[config.mk]
export PLATFORM = sky130hd
export DESIGN_NAME = det_event_logger
export DESIGN_NICKNAME = d
export VERILOG_FILES = /design/src/rtl/seq_det_pkg.sv /design/src/rtl/evt_sync_fifo.sv /design/src/rtl/det_event_logger.sv
export SDC_FILE = /design/constraint.sdc
export NUM_CORES = 1
export LEC_CHECK = 0
export BUFFER_PORTS_ARGS = -buffer_cell sky130_fd_sc_hd__buf_4
export CELL_PAD_IN_SITES_DETAIL_PLACEMENT = 0
export CELL_PAD_IN_SITES_GLOBAL_PLACEMENT = 1
export CORE_MARGIN = 4
export CORE_UTILIZATION = 47
export DETAILED_ROUTE_END_ITERATION = 8
export PLACE_DENSITY_LB_ADDON = 0.2
export SLEW_MARGIN = 20
export SYNTH_ARGS = -nofsm -noshare
export SYNTH_HDL_FRONTEND = slang
export SYNTH_SLANG_ARGS = --single-unit
[constraint.sdc]
create_clock -name clk -period 3.3 [get_ports clk]
set_input_delay 0.165 -clock clk [delete_from_list [all_inputs] [get_ports clk]]
set_output_delay 0.165 -clock clk [all_outputs]
set_load 0.03 [all_outputs]
[src/rtl/seq_det_pkg.sv]
// Shared constants and helpers for the sequence detector event path.
//   TS_W_DEF  : default bit-position timestamp width
//   DEPTH_DEF : default event FIFO depth (power of two, >= 2)
//   CNT_W_DEF : default saturating match counter width
//   clog2()   : ceiling log2, usable in parameter expressions
package seq_det_pkg;

   localparam int TS_W_DEF  = 8;
   localparam int DEPTH_DEF = 4;
   localparam int CNT_W_DEF = 8;

   function automatic int clog2(input int value);
      int r;
      r = 0;
      while ((1 << r) < value) r++;
      return r;
   endfunction

endpackage

[src/rtl/evt_sync_fifo.sv]
// Synchronous FIFO holding event timestamps.
//   clk, reset  : clock, synchronous active-high reset
//   clr         : synchronous soft clear (same effect as reset)
//   push, din   : write request and data; accepted when not full or when a pop frees a slot
//   pop         : remove head; ignored when empty
//   dout        : head entry, read straight out of the storage registers
//   full, empty : occupancy flags
//   level       : occupancy 0..DEPTH
module evt_sync_fifo
   import seq_det_pkg::*;
#(
   parameter  int DEPTH = DEPTH_DEF,
   parameter  int W     = TS_W_DEF,
   localparam int PTR_W = clog2(DEPTH),
   localparam int LVL_W = PTR_W + 1
) (
   input  logic             clk,
   input  logic             reset,
   input  logic             clr,
   input  logic             push,
   input  logic             pop,
   input  logic [W-1:0]     din,
   output logic [W-1:0]     dout,
   output logic             full,
   output logic             empty,
   output logic [LVL_W-1:0] level
);

   logic [W-1:0]     mem [DEPTH];
   logic [PTR_W-1:0] wr_ptr;
   logic [PTR_W-1:0] rd_ptr;
   logic             do_push;
   logic             do_pop;

   assign empty   = (level == '0);
   assign full    = (level == LVL_W'(DEPTH));
   assign do_pop  = pop & ~empty;
   // a pop in the same edge frees the slot, so a full FIFO can still take a push
   assign do_push = push & (~full | do_pop);
   // storage is cleared on reset/clr so the head reads 0 until the first push
   assign dout    = mem[rd_ptr];

   always_ff @(posedge clk) begin
      if (reset || clr) begin
         for (int i = 0; i < DEPTH; i++) mem[i] <= '0;
         wr_ptr <= '0;
         rd_ptr <= '0;
         level  <= '0;
      end else begin
         if (do_push) begin
            mem[wr_ptr] <= din;
            wr_ptr      <= wr_ptr + PTR_W'(1);
         end
         if (do_pop) rd_ptr <= rd_ptr + PTR_W'(1);
         case ({do_push, do_pop})
            2'b10:   level <= level + LVL_W'(1);
            2'b01:   level <= level - LVL_W'(1);
            default: level <= level;
         endcase
      end
   end

endmodule

[src/rtl/det_event_logger.sv]
// Timestamps each rising edge of the sequence detector output z and queues the stamps.
//   clk, reset  : clock, synchronous active-high reset (highest priority)
//   en          : stream active; bit position advances and z is sampled
//   clr         : synchronous soft clear of counters, FIFO and overflow
//   z           : detector output, one bit per clock
//   out_valid/out_ready/out_data : timestamp stream from the FIFO head
//   fifo_level  : FIFO occupancy 0..DEPTH
//   event_cnt   : saturating count of all events, dropped ones included
//   overflow    : sticky, set when an event found the FIFO full with no pop
module det_event_logger
   import seq_det_pkg::*;
#(
   parameter  int TS_W  = TS_W_DEF,
   parameter  int DEPTH = DEPTH_DEF,
   parameter  int CNT_W = CNT_W_DEF,
   localparam int LVL_W = clog2(DEPTH) + 1
) (
   input  logic             clk,
   input  logic             reset,
   input  logic             en,
   input  logic             clr,
   input  logic             z,
   output logic             out_valid,
   input  logic             out_ready,
   output logic [TS_W-1:0]  out_data,
   output logic [LVL_W-1:0] fifo_level,
   output logic [CNT_W-1:0] event_cnt,
   output logic             overflow
);

   logic [TS_W-1:0] bit_pos;
   logic            z_q;
   logic            evt;
   logic            fifo_full;
   logic            fifo_empty;
   logic            pop_ok;

   // z_q only follows z while the stream is active, so a pause never fakes an edge
   assign evt       = en & z & ~z_q;
   assign out_valid = ~fifo_empty;
   assign pop_ok    = out_ready & ~fifo_empty;

   // clr reaches the FIFO directly, so an event coincident with clr is discarded
   evt_sync_fifo #(.DEPTH(DEPTH), .W(TS_W)) u_fifo (
      .clk   (clk),
      .reset (reset),
      .clr   (clr),
      .push  (evt),
      .pop   (out_ready),
      .din   (bit_pos),
      .dout  (out_data),
      .full  (fifo_full),
      .empty (fifo_empty),
      .level (fifo_level)
   );

   always_ff @(posedge clk) begin
      if (reset || clr) begin
         bit_pos   <= '0;
         z_q       <= 1'b0;
         event_cnt <= '0;
         overflow  <= 1'b0;
      end else begin
         if (en) begin
            bit_pos <= bit_pos + TS_W'(1);
            z_q     <= z;
         end
         if (evt && (event_cnt != '1)) event_cnt <= event_cnt + CNT_W'(1);
         // a simultaneous pop makes room, so only full-without-pop drops the stamp
         if (evt && fifo_full && !pop_ok) overflow <= 1'b1;
      end
   end

endmodule
### After elaboration in Yosys (flattened, before gate mapping)

Memories as Yosys holds them, arrays and structs flattened. A register that Yosys moved wholly into a read port is not among the register bits.
Cells that the tools add are included.

* $add $sub $neg: 6
* eq/ne operators: 4
* mux-type cells: 11
* bitwise operators: 8
* reduce and logical (&&, ||, !) cells: 8

Operator list (number)
* $add 8x1->8 const B: 2
* $mux 8: 1
* $ne 8x8->1 const B: 1
* $reduce_or 8->1: 1
* $mux 1: 6
* $mux 2: 3
* $pmux 3 s2: 1
* $add 2x1->2 const B: 2
* $and 1x1->1: 4
* $add 3x1->3 const B: 1
* $eq 3x3->1 const B: 1
* $logic_and 1x1->1: 3
* $logic_not 3->1: 1
* $not 1->1: 3
* $sub 3x1->3 const B: 1
* $eq 2x1->1 const B: 1
* $eq 2x2->1 const B: 1
* $reduce_bool 2->1: 1
* $logic_not 1->1: 1
* $logic_or 1x1->1: 1
* $or 1x1->1: 1

* flip-flop bits (word level): 25
* RAM bits: 32
* bits of input ports: 6
* output and inout bits: 21
* word-level logic and storage cells: 45
* memories kept: 1

Memories
* u_fifo.mem: depth 4, width 8, rd ports 1, clocked after memory_dff 1, write ports 4, line evt_sync_fifo.sv:29 `logic [W-1:0] mem [DEPTH];`

### Depth between registers and ports, before layout

Gate-level depths: netlist of the first run.

* depth after elaboration: 10
* gate-level depth with buffers: 10
* gate-level depth less buffers: 8

### By module

A second synthesis of the first run with hierarchy kept.

* cells, all modules: 252
* area total of the unflattened synthesis: 2817.7 µm²

Modules (own cells, without submodules)
* evt_sync_fifo: times used 1, cells an instance 158, area an instance 1959.4 µm², sequential area each 1141.1 µm²
* det_event_logger: times used 1, cells an instance 94, area an instance 858.3 µm², sequential area each 360.3 µm²

### Worst setup path before layout of the first run

OpenSTA, ideal clock, no wires.

* path type: register -> register
* start: reg u_fifo.level[2]
* end: reg u_fifo.level[2]
* library setup time: 0.070 ns
* arrival time: 2.396 ns
* data required time: 3.230 ns
* path slack: 0.834 ns
* stages on the path, launching flop included: 9
* buffers on the path: 0
* clock period less this slack: 2.466 ns
* cell sequence: dfxtp_1 -> or4b_4 -> nand2_1 -> ha_1 -> inv_1 -> fa_1 -> xor2_1 -> or3_1 -> a21oi_1

* word-level cells in the longest chain between the ends: 7
* elaborated cells between the ends (all ways): 13
* those cells by class: add/sub: 2; eq/ne: 3; mux: 1; bitwise: 5; reduce/logical: 2

Ends and longest elaborated chain
* start: declaration: line evt_sync_fifo.sv:26 `output logic [LVL_W-1:0] level`
* start signal: assignment: line evt_sync_fifo.sv:56 `2'b10: level <= level + LVL_W'(1);`
* start signal: assignment: line evt_sync_fifo.sv:57 `2'b01: level <= level - LVL_W'(1);`
* start signal: assignment: line evt_sync_fifo.sv:58 `default: level <= level;`
* $logic_not 3->1: line evt_sync_fifo.sv:35 `assign empty = (level == '0);`
* $not 1->1: line evt_sync_fifo.sv:37 `assign do_pop = pop & ~empty;`
* $and 1x1->1: line evt_sync_fifo.sv:37
* $or 1x1->1: line evt_sync_fifo.sv:39 `assign do_push = push & (~full | do_pop);`
* $and 1x1->1: line evt_sync_fifo.sv:39
* $eq 2x1->1 or $eq 2x2->1 (tied branches): line evt_sync_fifo.sv:55 `case ({do_push, do_pop})`
* $pmux 3 s2 or $reduce_bool 2->1 (tied branches)

Parallel ways exist; a longest one is shown, timed or not.
A chain may end at the register's enable or synchronous reset.

### Final worst setup path of the first run

* start: reg u_fifo.level[0]
* end: reg u_fifo.level[2]

Same word-level chain as after synthesis.

==> results.txt, run 1 <==
Clock slew at reported path FFs: 0.07 ns
Setup CP Type: reg -> reg
Max Cap Viol: 0
R2r worst-path depth: 8
Boundary Pins: 27
Sequential element share of the synthesized area: 0.5618
Row cnt: 27
Syn nets: 229
Final wirelength: 5.352 mm
Period utilisation layout: 0.7619
CTS Sinks: 59
Initial antenna violation count: 0
Detailed-route vias per instance: 5.465
Crit-path cells: or4b_4 -> nand2_1 -> ha_1 -> inv_1 -> fa_1 -> xor2_1 -> or3_1 -> a21oi_1
Global-route wire length before repair: 9.204 mm
Filler cell count: 487
Cts-stage hold buffer count: 0
Flop2flop setup slack: 0.79 ns
TNS Setup: 0 ns
Synthesized instance count: 219
Number of synthesized flops with an enable pin: 32
Final GP Congestion: 0.7807
DRT Pass-1 Iters: 4
CP max stage cell: or4b_4
Largest net degree at the start of global routing: 29
Starting density of the core: 0.4853
Hpwl dp: 3.697 mm
Layout Area Growth over Synthesis: 16.95%
Final min period: 2.514 ns
Critical Path RT: 3.55 ns
Final instance area: 3126 sq um
Fin. max-slew vios: 0
CTS Buf Count: 9
Fin. Hold Viols: 0
Yosys warning count: 0
Synth top area share: 0.3596
Crit path DAT: 2.76 ns
IO buf count: 26
Vias in the first global route: 1814
Share of cells above drive strength 1: 0.2296
DIE AREA: 6956 sq um
Worst Tran Pin Value: 0.9888 ns
DR WL/cell: 16.27 um
Seq cells post-synth: 59
Root buffer cell: clkbuf_8
Peak supply drop: 0.0002137 V
Iter 0 DRT Violations: 115
Hold Crit Depth: 3
RSZ-0062 raised after global routing: no
Chip width: 83.41 um
Clock Latency Late Sink: 0.33 ns
Leakage: 1.169 nW
CTS H-tree depth: 3
Slew HR: 0.3408
Hold WC Path Type: in -> reg
RR Startpoint: u_fifo.level[0]
DRC Markers: 0
Leading area contributor after synthesis: edfxtp_1
Final Power: 1.480 mW
DRT antenna net count: 0
Worst Setup SP: u_fifo.level[0]
Number of library cell types mapped by synthesis: 42
Grt total ovfl: 0
Worst Hold Launch: z
Die Ht: 83.41 um
Status: finished clean
Cell Count, Final, Fillers Out: 329
Mapped cell area: 2673 sq um
Core area: 5507 sq um
Vias: 1798
Peak Freq: 0.3977 GHz
Cell area power density: 473.5 nW/um^2
# nets final: 262
Ys async rst share: 0
ANT cells: 0
Worst Setup End Kind: flip-flop
Fin worst setup slack: 0.7858 ns
Critical Path Source Type: flip-flop
Setup violators final: 0
Setup WS pre-CTS: 0.8036 ns
Crit Path Max Fanout: 8
Clock Tree Buf Depth: 2
Placed inst area: 2947 sq um
Setup bufs post-CTS: 0
Syn_area_per_cell: 12.20 sq um
RR Endpoint: u_fifo.level[2]
Post-CTS sizing: 0
Delay of the slowest critical-path stage: 0.61 ns
Synth area leaders: edfxtp_1, dfxtp_1, mux4_2
Primary FF master, synth: edfxtp_1
Clk_skew: 0.006207 ns
Inst Count DP: 313
Total track usage: 0.1717
Hold Crit Endpoint: z_q
CTS tree: done
## cell type report
| type | instances | area, sq um | area share |
|---|---|---|---|
| sequential | 59 | 1501 | 0.4804 |
| multi-input combinational | 147 | 1115 | 0.3567 |
| timing repair buffer | 29 | 217.7 | 0.06966 |
| clock buffer | 11 | 151.4 | 0.04844 |
| tap | 72 | 90.09 | 0.02882 |
| clock inverter | 5 | 27.53 | 0.008807 |
| inverter | 6 | 22.52 | 0.007206 |
## synth_stat cells (3+ instances only)
master and instances:
edfxtp_1 32, and2_1 27, dfxtp_1 27, nor2_1 19, a21oi_1 9, mux4_2 8, nand2_1 8, inv_1 6
o21ai_0 6, or3_1 6, xor2_1 6, mux2i_1 5, nand3_1 5, a211oi_1 4, nor3_1 4, buf_1 3
buf_2 3, ha_1 3, nand4_1 3
## sequential cells by signal (all words and copies together), names as in the netlist, named ones only
name and cells:
u_fifo.rd_ptr 2, bit_pos 8, event_cnt 8, z_q 1
u_fifo.level 3, u_fifo.wr_ptr 2, u_fifo.mem 32, overflow 1
## logic make-up after synthesis
group,synth area share
AO/OA/AOI/OAI,0.07959
XOR/XNOR,0.02622
adder cells (fa/ha/maj),0.02154
buffers and inverters,0.02107
multiplexers,0.08614
AND/OR/NAND/NOR,0.2037
flip-flops,0.5618
## through the flow
step | hold WS (ns) | util
final | 0.1017 | 0.5676
after global routing | 0.1265 | 0.5676
after CTS | 0.09513 | 0.5676
after detailed placement | 0.4418 | 0.5351
after global placement | 0.4399 | 0.5351
after floorplan | 0.3122 | -
## metal layers
layer	GRT usage	wire, um	up-vias
li1	-	-	881
met1	0.2162	2434	871
met2	0.2755	2580	36
met3	0.04167	245	10
met4	0.08470	91	0
met5	0	0	-
## where the power goes
group | internal (mW) | total, mW | leakage, nW | switching [mW]
logic | 0.0349 | 0.0916 | 0.498 | 0.0567
registers | 0.792 | 0.803 | 0.576 | 0.0107
clock network | 0.308 | 0.585 | 0.0949 | 0.278
total | 1.13 | 1.48 | 1.17 | 0.345
## worst max path at each step
stage                           end  slack, ns  depth (start not counted)
detailed placement  u_fifo.level[2]       0.80                          8
CTS                 u_fifo.level[2]       0.76                          8
finish              u_fifo.level[2]       0.79                          8
floorplan           u_fifo.level[2]       0.83                          8
global route        u_fifo.level[2]       0.61                          8
global placement    u_fifo.level[2]       0.87                          8
## worst max-delay path: cells and delay by family (launching register included)
kind	cells	cell delay (ns)
and+or+nand+nor	3	1.10
adders and majority gates	2	0.58
DFF	1	0.40
xor gates and xnor gates	1	0.16
AOI/OAI and AO/OA	1	0.14
buffers and inverters	1	0.06
## placed cells by master (no fill, tap or decap), types with 8 or more instances in the layout
| cell | count |
|---|---|
| edfxtp_1 | 32 |
| mux4_2 | 8 |
| clkbuf_8 | 11 |
| and2_1 | 27 |
| dfxtp_1 | 27 |
| a21oi_1 | 9 |
| nand2_1 | 8 |
| buf_4 | 29 |
| nor2_1 | 19 |
(Power assumes the default switching activity.)
==> run 2, diff against run 1 <==
==> constraint.sdc (replaced) <==
create_clock -name clk -period 2.45 [get_ports clk]
set_input_delay 0.1225 -clock clk [delete_from_list [all_inputs] [get_ports clk]]
set_output_delay 0.1225 -clock clk [all_outputs]
set_load 0.03 [all_outputs]
==> run 2 against run 1 <==
Against the previous run: via count shrank 0.72%; fmax grew 9.2%; die area is the same; core utilization grew 0.89 points; total power grew 39%; routed wire length shrank 1.4%; register-to-register slack lost 0.64 ns; critical path depth is the same; critical path type unchanged; critical endpoint unchanged; largest power group unchanged.
==> results.txt, run 2 (synthesis results as in run 1) <==
Status: finished clean
Max FFs per register: 32
Iter 0 DRT Violations: 54
Global-route wire length before repair: 8.749 mm
Crit path DAT: 2.56 ns
Part of the power in registers: 0.524
Boundary Pins: 27
IO buf count: 26
Critical Path Source Type: flip-flop
Regs by FF count: u_fifo.mem (32), bit_pos (8), event_cnt (8)
RR Startpoint: u_fifo.level[2]
CP max stage cell: or4b_4
Chip width: 83.41 um
Total track usage: 0.1644
Flop2flop setup slack: 0.15 ns
DR WL/cell: 15.81 um
Detailed-route vias per instance: 5.344
Crit Path Max Fanout: 8
Clock slew at reported path FFs: 0.06 ns
Switching Share: 0.2177
Layout Area Growth over Synthesis: 18.77%
Peak Freq: 0.4342 GHz
Largest net degree at the start of global routing: 23
Period utilisation layout: 0.9399
Setup violators final: 0
TNS Setup: 0 ns
CTS Buf Count: 9
Row cnt: 27
Hpwl dp: 3.668 mm
Vias in the first global route: 1740
Vias: 1785
Starting density of the core: 0.4853
Switching power: 0.4490 mW
Final min period: 2.303 ns
CTS H-tree depth: 3
RSZ-0062 raised after global routing: no
# nets final: 267
Crit path max-delay family: simple AND/OR/NAND/NOR gates
Clk_skew: 0.004937 ns
Leakage: 1.195 nW
DRC Markers: 0
Initial antenna violation count: 0
Clock Latency Late Sink: 0.33 ns
Share of cells above drive strength 1: 0.2366
R2r worst-path depth: 8
Power Internal: 1.613 mW
Delay of the slowest critical-path stage: 0.51 ns
Post-CTS sizing: 0
Worst Setup EP: u_fifo.level[2]
Peak supply drop: 0.0003300 V
Commonest non-fill, non-tap cell in the layout: buf_4
RR Endpoint: u_fifo.level[2]
Cts-stage hold buffer count: 0
Biggest register: u_fifo.mem
Clk network pwr share: 0.413
Worst Setup End Kind: flip-flop
CTS Sinks: 59
DIE AREA: 6956 sq um
Core area: 5507 sq um
Root buffer cell: clkbuf_8
Critical Path RT: 2.71 ns
Logic pwr share: 0.063
Die Ht: 83.41 um
CTS tree: done
Buf/Inv on CP: 1
DRT antenna net count: 0
Worst Tran Pin Value: 0.7652 ns
Fin. Hold Viols: 0
Crit-path cells: or4b_4 -> nand2_1 -> ha_1 -> inv_1 -> fa_1 -> xor2_1 -> or3_1 -> a21oi_1
Final GP Congestion: 0.7608
Final Power: 2.062 mW
Worst Setup SP: u_fifo.level[2]
Final wirelength: 5.279 mm
CP Depth: 8
Setup bufs post-CTS: 0
Fin. max-slew vios: 0
Max Cap Viol: 0
ANT cells: 0
Grt total ovfl: 0
Cell Count, Final, Fillers Out: 334
Setup CP Type: reg -> reg
DRT Pass-1 Iters: 6
Commonest non-fill, non-tap cells in the layout: buf_4, edfxtp_1, and2_1
Inst Count DP: 318
Clock Tree Buf Depth: 2
Slew HR: 0.4859
Cell area power density: 649.6 nW/um^2
Hold WC Path Type: in -> reg
## run 2: cell count changes in the layout (fill, tap and decap cells not counted), sizes merged
cell and change:
clkinv -2, clkbuf +2, buf +5, bufinv +1, clkinvlp -1
## run 2: how the worst min path moves through the flow
stage / startpoint / end / slack [ns] / depth (start not counted)
after detailed placement: z / z_q / 0.40 / 3
after global placement: z / z_q / 0.39 / 3
final: z / z_q / 0.06 / 3
after global routing: reset / event_cnt[0] / 0.06 / 3
after CTS: z / z_q / 0.05 / 3
after floorplan: z / z_q / 0.27 / 2
## run 2: area by class of cell
cell class,instances,area (sq um)
Clock buffer,13,148.9
Clock inverter,3,38.79
Fill cell,466,2332
Inverter,6,22.52
Multi-Input combinational cell,147,1115
Sequential cell,59,1504
Tap cell,72,90.09
Timing Repair Buffer,34,255.2
## run 2: layer usage
metal / wire [um] / global-route usage / vias up
met5: 0 / 0 / -
met4: 31 / 0.05944 / 0
met3: 197 / 0.05853 / 2
met2: 2638 / 0.2587 / 36
met1: 2412 / 0.2087 / 847
li1: - / - / 900
## run 2: metrics by stage
step                utilization  worst slack, ns  instance area, sq um  hold WS, ns
finish                   0.5765           0.1471                  3174      0.06379
global route             0.5765          0.01321                  3174      0.06431
global placement         0.5424           0.2176                  2987       0.3903
detailed placement       0.5424           0.1503                  2987       0.4033
CTS                      0.5765           0.1272                  3174      0.04887
floorplan                     -          0.02599                  2675       0.2697
## run 2: worst min-delay path: stages
cell     delay (ns)
buf_4          0.10
mux2i_1        0.06
nor2_1         0.07
## run 2: power by group through the flow
| stage | logic (mW) | clock network, mW | registers (mW) |
|---|---|---|---|
| final | 0.130 | 0.852 | 1.08 |
| after global routing | 0.142 | 0.920 | 1.08 |
| after CTS | 0.132 | 0.875 | 1.08 |
| after detailed placement | 0.132 | 0 | 1.10 |
| after global placement | 0.131 | 0 | 1.10 |
| after floorplan | 0.0801 | 0 | 1.10 |
==> run 3, diff against run 2 <==
--- a/config.mk
+++ b/config.mk
@@ -11,7 +11,7 @@
 export CORE_MARGIN = 4
 export CORE_UTILIZATION = 47
 export DETAILED_ROUTE_END_ITERATION = 8
-export PLACE_DENSITY_LB_ADDON = 0.2
+export PLACE_DENSITY_LB_ADDON = 0.25
 export SLEW_MARGIN = 20
 export SYNTH_ARGS = -nofsm -noshare
 export SYNTH_HDL_FRONTEND = slang
==> run 3 against run 2 <==
Against the previous run: worst hold slack improved by 0.010 ns; largest cell class unchanged; clock skew barely moved; global-route usage fell by 0.50 points; sequential power barely moved; sequential share of layout area fell by 0.61 points; critical path type unchanged; highest routed layer unchanged; sequential cell count did not move; critical path depth did not move.
==> results.txt, run 3 (synthesis results as in run 1) <==
Status: finished clean
CTS Buf Count: 9
Iter 0 DRT Violations: 100
Peak Freq: 0.4338 GHz
Row cnt: 27
Clk_skew: 0.004742 ns
Max FFs per register: 32
DRT Pass-1 Iters: 4
Peak supply drop: 0.0003503 V
Chip width: 83.41 um
Filler cell count: 482
Final min period: 2.305 ns
DRT antenna net count: 0
Biggest register: u_fifo.mem
CTS Sinks: 59
Clock Latency Late Sink: 0.32 ns
TNS Setup: 0 ns
CP max stage cell: or4b_4
Critical Path RT: 2.70 ns
Commonest non-fill, non-tap cells in the layout: buf_4, edfxtp_1, and2_1
Post-CTS sizing: 0
Detailed-route vias per instance: 5.356
Leakage: 1.215 nW
Multi-input gate area: 1115 sq um
Period utilisation layout: 0.9409
Register area: 1504 sq um
# nets final: 270
Layout Area Growth over Synthesis: 20.32%
Setup violators final: 0
DR WL/cell: 15.17 um
Slew HR: 0.5897
Fin. max-slew vios: 0
Root buffer cell: clkbuf_8
Largest net degree at the start of global routing: 16
Worst Setup End Kind: flip-flop
Total track usage: 0.1594
Core area: 5507 sq um
Critical Path Source Type: flip-flop
Vias: 1805
Crit Path Max Fanout: 8
Share of cells above drive strength 1: 0.2453
Clock slew at reported path FFs: 0.06 ns
RSZ-0062 raised after global routing: no
Initial antenna violation count: 0
R2r worst-path depth: 8
ANT cells: 0
Setup CP Type: reg -> reg
DIE AREA: 6956 sq um
Clock Tree Buf Depth: 2
Global-route wire length before repair: 8.611 mm
DRC Markers: 0
Fin. Hold Viols: 0
Crit-path cells: or4b_4 -> nand2_1 -> ha_1 -> inv_1 -> fa_1 -> xor2_1 -> or3_1 -> a21oi_1
Hold Crit Depth: 3
Hold_ws: 0.07414 ns
Delay of the slowest critical-path stage: 0.52 ns
Vias in the first global route: 1776
Final GP Congestion: 0.7595
Final wirelength: 5.113 mm
Setup bufs post-CTS: 0
Cell Count, Final, Fillers Out: 337
IO buf count: 26
Hpwl dp: 3.648 mm
Die Ht: 83.41 um
Grt total ovfl: 0
Worst Tran Pin Value: 0.6133 ns
Inst Count DP: 321
CTS H-tree depth: 3
Crit path DAT: 2.55 ns
Cts-stage hold buffer count: 0
Max Cap Viol: 0
CTS tree: done
Regs by FF count: u_fifo.mem (32), bit_pos (8), event_cnt (8)
Cell area power density: 659.6 nW/um^2
Commonest non-fill, non-tap cell in the layout: buf_4
Starting density of the core: 0.4853
Boundary Pins: 27
Hold WC Path Type: in -> reg
## run 3: cell count changes in the layout (fill, tap and decap cells not counted), sizes merged
cell,before,now
buf,34,37
clkinvlp,0,1
clkinv,2,4
bufinv,1,2
clkbuf,13,9
## run 3: area by class of cell
cell class | instances | share of cell area
well taps | 72 | 0.02802
clock inverters | 7 | 0.02568
inverters | 6 | 0.007004
multi-input cells | 147 | 0.3467
repair buffers | 37 | 0.08638
clock buffers | 9 | 0.03852
flip-flops and latches | 59 | 0.4677
## run 3: critical path, delay by kind of cell, from the launching register on
family | cells | cell delay [ns]
and+or+nand+nor | 3 | 0.94
buffers and inverters | 1 | 0.06
xor gates and xnor gates | 1 | 0.16
adders and majority gates | 2 | 0.57
DFF | 1 | 0.39
AOI/OAI and AO/OA | 1 | 0.13
## run 3: power by group
| group | switching, mW | total (mW) | leakage (nW) | internal, mW |
|---|---|---|---|---|
| combinational | 0.0786 | 0.131 | 0.539 | 0.0522 |
| clock | 0.352 | 0.910 | 0.0994 | 0.558 |
| sequential | 0.0124 | 1.08 | 0.577 | 1.07 |
| total | 0.443 | 2.12 | 1.22 | 1.68 |
## run 3: worst paths after layout
check | start | to | slack (ns)
worst min-delay path | z | z_q | 0.07
worst min register to register | overflow | overflow | 0.48
worst max register to register | u_fifo.level[2] | u_fifo.level[2] | 0.14
worst max-delay path | u_fifo.level[2] | u_fifo.level[2] | 0.14
## run 3: metal layers
metal,vias up,track usage,part of all wire
li1,905,-,-
met1,864,0.2096,0.46
met2,27,0.2515,0.49
met3,9,0.03274,0.032
met4,0,0.07578,0.016
met5,-,0,0
## run 3: stage by stage
step | setup slack [ns] | area, sq um | utilization | power (mW)
global placement | 0.2182 | 3009 | 0.5465 | 1.232
finish | 0.1449 | 3216 | 0.5840 | 2.121
floorplan | 0.02599 | 2675 | - | 1.182
global route | 0.03556 | 3216 | 0.5840 | 2.209
CTS | 0.1361 | 3216 | 0.5840 | 2.154
detailed placement | 0.1576 | 3009 | 0.5465 | 1.235
